File: src/rtl/instrn_fetch_ctrl.sv
// Instruction fetch sequencer: sequential IMEM fetch with a req/ack handshake,
// a DEPTH-entry prefetch FIFO toward the core, and redirect handling that
// discards responses belonging to the abandoned fetch stream.
// Optional build macro FETCH_STATS_EN adds saturating fetch/redirect counters;
// without it Stat_Fetch and Stat_Flush are tied to zero.
module instrn_fetch_ctrl #(
  parameter int ADDR_W = 8,
  parameter int DATA_W = 32,
  parameter int DEPTH  = 4
) (
  input  logic                       clk,
  input  logic                       reset,
  input  logic                       Redirect,
  input  logic [ADDR_W-1:0]          Redirect_Addr,
  input  logic                       Rd_Instr,
  output logic [DATA_W-1:0]          Instrn,
  output logic                       Instrn_Vld,
  output logic                       Imem_Req,
  output logic [ADDR_W-1:0]          Imem_Addr,
  input  logic                       Imem_Ack,
  input  logic [DATA_W-1:0]          Imem_Data,
  output logic [$clog2(DEPTH):0]     Fifo_Cnt,
  output logic [15:0]                Stat_Fetch,
  output logic [15:0]                Stat_Flush
);

  localparam int PTR_W = $clog2(DEPTH);
  localparam int CNT_W = PTR_W + 1;
  localparam logic [CNT_W-1:0] FULL = CNT_W'(DEPTH);

  typedef enum logic [1:0] {S_IDLE, S_REQ, S_DISCARD} state_t;

  state_t            state, state_nxt;
  logic [ADDR_W-1:0] fetch_addr, fetch_addr_nxt;
  logic [ADDR_W-1:0] saved_addr, saved_addr_nxt;

  logic [DATA_W-1:0] mem [DEPTH];
  logic [PTR_W-1:0]  wr_ptr, rd_ptr;
  logic [CNT_W-1:0]  cnt, cnt_after;
  logic              push, pop;

  // A redirect discards both the same-cycle pop and any same-cycle Ack data.
  assign pop  = Rd_Instr & (cnt != '0) & ~Redirect;
  assign push = (state == S_REQ) & Imem_Ack & ~Redirect;

  // Occupancy after this cycle's push/pop; decides whether REQ can continue back-to-back.
  always_comb begin
    cnt_after = cnt;
    if (push && !pop)      cnt_after = cnt + CNT_W'(1);
    else if (pop && !push) cnt_after = cnt - CNT_W'(1);
  end

  // State and fetch-address registers.
  always_ff @(posedge clk) begin
    if (reset) begin
      state      <= S_IDLE;
      fetch_addr <= '0;
      saved_addr <= '0;
    end else begin
      state      <= state_nxt;
      fetch_addr <= fetch_addr_nxt;
      saved_addr <= saved_addr_nxt;
    end
  end

  // Next-state logic: keep one request outstanding and never retract it once issued.
  always_comb begin
    state_nxt      = state;
    fetch_addr_nxt = fetch_addr;
    saved_addr_nxt = saved_addr;
    case (state)
      S_IDLE: begin
        if (Redirect) begin
          state_nxt      = S_REQ;
          fetch_addr_nxt = Redirect_Addr;
        end else if (cnt < FULL) begin
          state_nxt = S_REQ;
        end
      end
      S_REQ: begin
        if (Redirect) begin
          if (Imem_Ack) begin
            state_nxt      = S_REQ;
            fetch_addr_nxt = Redirect_Addr;
          end else begin
            state_nxt      = S_DISCARD;
            saved_addr_nxt = Redirect_Addr;
          end
        end else if (Imem_Ack) begin
          fetch_addr_nxt = fetch_addr + ADDR_W'(1);
          state_nxt      = (cnt_after < FULL) ? S_REQ : S_IDLE;
        end
      end
      S_DISCARD: begin
        if (Imem_Ack) begin
          state_nxt      = S_REQ;
          fetch_addr_nxt = Redirect ? Redirect_Addr : saved_addr;
        end else if (Redirect) begin
          saved_addr_nxt = Redirect_Addr;
        end
      end
      default: state_nxt = S_IDLE;
    endcase
  end

  // Outputs decoded from registered state; Instrn forced to zero while empty.
  always_comb begin
    Imem_Req   = (state != S_IDLE);
    Imem_Addr  = fetch_addr;
    Instrn_Vld = (cnt != '0);
    Instrn     = Instrn_Vld ? mem[rd_ptr] : '0;
    Fifo_Cnt   = cnt;
  end

  // FIFO pointers and occupancy; a redirect empties the FIFO on the same edge.
  always_ff @(posedge clk) begin
    if (reset || Redirect) begin
      wr_ptr <= '0;
      rd_ptr <= '0;
      cnt    <= '0;
    end else begin
      if (push) wr_ptr <= wr_ptr + PTR_W'(1);
      if (pop)  rd_ptr <= rd_ptr + PTR_W'(1);
      cnt <= cnt_after;
    end
  end

  // FIFO storage; data only, no reset needed.
  always_ff @(posedge clk) begin
    if (push) mem[wr_ptr] <= Imem_Data;
  end

`ifdef FETCH_STATS_EN
  function automatic logic [15:0] sat_inc(input logic [15:0] v);
    return (v == 16'hFFFF) ? v : v + 16'd1;
  endfunction

  // Saturating statistics counters.
  always_ff @(posedge clk) begin
    if (reset) begin
      Stat_Fetch <= '0;
      Stat_Flush <= '0;
    end else begin
      if (push)     Stat_Fetch <= sat_inc(Stat_Fetch);
      if (Redirect) Stat_Flush <= sat_inc(Stat_Flush);
    end
  end
`else
  assign Stat_Fetch = '0;
  assign Stat_Flush = '0;
`endif

endmodule

File: config.mk
export PLATFORM = sky130hd
export DESIGN_NAME = instrn_fetch_ctrl
export DESIGN_NICKNAME = d
export VERILOG_FILES = /design/src/rtl/instrn_fetch_ctrl.sv
export SDC_FILE = /design/constraint.sdc
export NUM_CORES = 1
export LEC_CHECK = 0
export BUFFER_PORTS_ARGS = -buffer_cell sky130_fd_sc_hd__buf_2
export CORE_MARGIN = 4
export CORE_UTILIZATION = 47
export DETAILED_ROUTE_END_ITERATION = 6
export PLACE_DENSITY = 0.69
export SYNTH_ARGS = -nofsm -noshare
export SYNTH_HDL_FRONTEND = slang
export SYNTH_SLANG_ARGS = --single-unit
File: constraint.sdc
create_clock -name clk -period 6.7 [get_ports clk]
set_clock_uncertainty 0.1 [all_clocks]
set_input_delay 0.335 -clock clk [delete_from_list [all_inputs] [get_ports clk]]
set_output_delay 0.335 -clock clk [all_outputs]
set_load 0.02 [all_outputs]
==> results.sh <==
export IMPL_ir_drop_mv=0.183
export IMPL_slew_headroom_pct=36.3
export IMPL_yosys_top_cells_area="edfxtp_1, mux4_2, dfxtp_1"
export IMPL_grt_pass1_vias=3835
export IMPL_highest_layer="met5"
export IMPL_muxShareOfSynthArea_pct=10.5
export IMPL_rows=43
export IMPL_numCtsBuffers=17
export IMPL_ctsHoldBuffers=0
export IMPL_drive_above_1_share_pct=29.5
export IMPL_ios=122
export IMPL_synth_top_family_by_area="multiplexers"
export IMPL_synth_xor_area_share_pct=0.769
export IMPL_synth_ff_type="edfxtp_1"
export IMPL_async_reset_ff_share_pct=0
export IMPL_viasPerCell=5.28
export IMPL_synth_fa_ha_area_share_pct=2.56
export IMPL_ys_warn_count=0
export IMPL_setup_tns_final_ps=0
export IMPL_placed_area_sq_um=7250
export IMPL_dieHeight_um=129
export IMPL_synth_top_cell_area_share_pct=56.2
export IMPL_wl_met1_um=5390
export IMPL_globalRouteOverflowTotal=0
export IMPL_wirelength_um=12800
export IMPL_startpoint_type="flop"
export IMPL_fmax_mhz=348
export IMPL_path_max_fanout=21
export IMPL_dr_wl_met2_um=6490
export IMPL_r2r_setup_slack_ps=3980
export IMPL_ys_seq_area_share_pct=64.1
export IMPL_synth_area_per_cell_sq_um=15.3
export IMPL_drt_iter0_drc=248
export IMPL_cts_setup_buffers=0
export IMPL_synth_area_leader_cell="edfxtp_1"
export IMPL_period_share_pct=42.9
export IMPL_clock_path_buffers=2
export IMPL_maxSlewViolCount=0
export IMPL_path_cells="buf_4 > mux4_2 > and2_1 > buf_2"
export IMPL_finalInstanceArea_sq_um=7760
export IMPL_cp_buffers_inverters=2
export IMPL_grt_first_pass_wirelength_um=20200
export IMPL_setup_viol=0
export IMPL_p_per_area_nw_per_um2=272
export IMPL_place_gp_congestion=0.887
export IMPL_cts_tree="built"
export IMPL_firstDrtPassIters=4
export IMPL_endpoint_kind="output port"
export IMPL_p_leak_nw=2.83
export IMPL_dp_hpwl_um=8250
export IMPL_cts_root_buf="clkbuf_16"
export IMPL_ys_types=54
export IMPL_hold_start="Imem_Data[26]"
export IMPL_antenna_found_initial=1
export IMPL_synth_compound_gate_area_share_pct=6.09
export IMPL_syn_inst=446
export IMPL_cts_resized=0
export IMPL_wl_met3_um=799
export IMPL_post_route_min_period_ps=2880
export IMPL_p_total_mw=2.11
export IMPL_cpMaxStageDelayCell="dfxtp_2"
export IMPL_grt_max_degree=36
export IMPL_dieArea_sq_um=16500
export IMPL_utilization_pct=55.2
export IMPL_chipWidth_um=129
export IMPL_htreeDepth=4
export IMPL_hold_path_class="in -> reg"
export IMPL_status="completed"
export IMPL_path_class="reg -> out"
export IMPL_clk_pin_slew_ps=60
export IMPL_portBuffers=89
export IMPL_start_util_pct=48.7
export IMPL_grt_use_total_pct=16.2
export IMPL_syn_to_final_growth_pct=13.4
export IMPL_vias=3829
export IMPL_rsz0062_at_grt="no"
export IMPL_syn_area_sq_um=6840
export IMPL_final_nets=593
export IMPL_worst_slew_pin_slew_ps=949
export IMPL_synth_seq_cells=155
export IMPL_fillers=1133
export IMPL_synth_simple_area_share_pct=9.19
export IMPL_core_area_sq_um=14000
export IMPL_finalNonFillerCells=725
export IMPL_max_cap_viol_count=0
export IMPL_hold_violations=0
export IMPL_critPathTopFamily="buffers and inverters"
export IMPL_avgRoutedWirePerCell_um=17.7
export IMPL_required_ps=6260
export IMPL_critPathMaxStageDelay_ps=600
export IMPL_antenna_cells=0
export IMPL_drc=0
export IMPL_dp_cells=695
export IMPL_synth_edf_count=128
export IMPL_crit_arrival_ps=2440
export IMPL_antenna_left=0
export IMPL_r2r_start="state[1]$_SDFFE_PP0P_"
export IMPL_clk_latency_ps=420
export IMPL_cts_sinks=155
[power by group]
group          internal [mW]  total (mW)  switching (mW)
Sequential              1.07        1.09          0.0196
Clock                  0.469       0.830           0.361
Combinational         0.0673       0.193           0.126
Total                   1.60        2.11           0.506
[stage by stage]
step                worst slack, ps  hold WS (ps)
CTS                            3750          15.6
global route                   3640          10.4
floorplan                      4360           334
global placement               4110           366
finish                         3820          31.2
detailed placement             4000           371
[layout by cell type (no fill, tap or decap), types with 3 or more instances in the layout]
cell type	count
edfxtp_1	128
buf_2	89
mux4_2	32
and2_1	32
conb_1	32
dfxtp_1	25
nand2_1	19
clkbuf_16	17
nor2_1	15
inv_1	15
ha_1	14
a21oi_1	13
o21ai_0	12
nor3_1	7
nand3_1	6
and3_1	5
xnor2_1	5
nand2b_1	4
and2_2	4
o211ai_1	4
a22o_1	4
a221oi_1	4
o31ai_1	3
a211oi_1	3
clkbuf_1	3
clkinv_2	3
clkinvlp_4	3
[sequential cells by signal (all words and copies together) (netlist names), named ones only]
| name | count |
|---|---|
| Fifo_Cnt | 3 |
| Imem_Addr | 8 |
| mem | 128 |
| rd_ptr | 2 |
| saved_addr | 8 |
| state | 2 |
| wr_ptr | 2 |
[synthesized netlist by cell type (2+ instances only)]
| master | instances |
|---|---|
| nor3_1 | 7 |
| nor3b_1 | 2 |
| buf_2 | 5 |
| ha_1 | 14 |
| a221oi_1 | 4 |
| o211ai_1 | 4 |
| buf_12 | 3 |
| clkbuf_1 | 8 |
| nor2b_1 | 2 |
| a32o_1 | 2 |
| o31ai_1 | 3 |
| xnor2_1 | 5 |
| mux4_2 | 32 |
| dfxtp_1 | 27 |
| and3_1 | 5 |
| nor2_1 | 15 |
| inv_1 | 15 |
| buf_4 | 35 |
| a21o_1 | 2 |
| o21ai_0 | 12 |
| edfxtp_1 | 128 |
| nand4b_1 | 2 |
| and2_1 | 36 |
| a22o_1 | 4 |
| buf_6 | 2 |
| nand2_1 | 19 |
| o2111ai_1 | 2 |
| nand3_1 | 6 |
| nand2b_1 | 4 |
| o21ai_1 | 2 |
| a21oi_1 | 13 |
| a211oi_1 | 3 |
| and3b_1 | 2 |
[routing by layer]
layer	GRT usage, %	vias to the layer above
met3	5.77	16
met2	26.4	105
li1	-	1807
met1	20.4	1899
met5	0	-
met4	5.00	2
[cells by family after synthesis]
family | after synthesis
muxes | 32
buffers and inverters | 68
adders and majority gates | 14
DFF | 155
xor gates and xnor gates | 6
and+or+nand+nor | 110
AOI/OAI and AO/OA | 60
other | 1
[worst register-to-register path, cell delays in order, from the launching register on]
cell and delay, ps:
dfxtp_1 340, inv_1 90, ha_1 460, nand2_1 210
nor2_1 280, ha_1 320, and3b_1 220, o2111ai_1 210
a31oi_1 120, nor4_2 290
[worst paths after layout]
check,end,cells after the start
setup / recovery,Instrn[14],4
hold reg to reg,saved_addr[7]$_SDFFE_PP0P_,2
setup reg to reg,state[0]$_SDFFE_PP0P_,9
hold / removal,mem[1][26]$_DFFE_PP_,1
[layout make-up]
type | instances | area, sq um | share of cell area, %
well taps | 180 | 225 | 2.90
inverters | 15 | 56.3 | 0.726
clock buffers | 20 | 437 | 5.63
flip-flops and latches | 155 | 4390 | 56.6
multi-input cells | 254 | 2120 | 27.3
repair buffers | 91 | 460 | 5.94
clock inverters | 10 | 72.6 | 0.936
No activity file was read; power rests on OpenSTA's default activity.
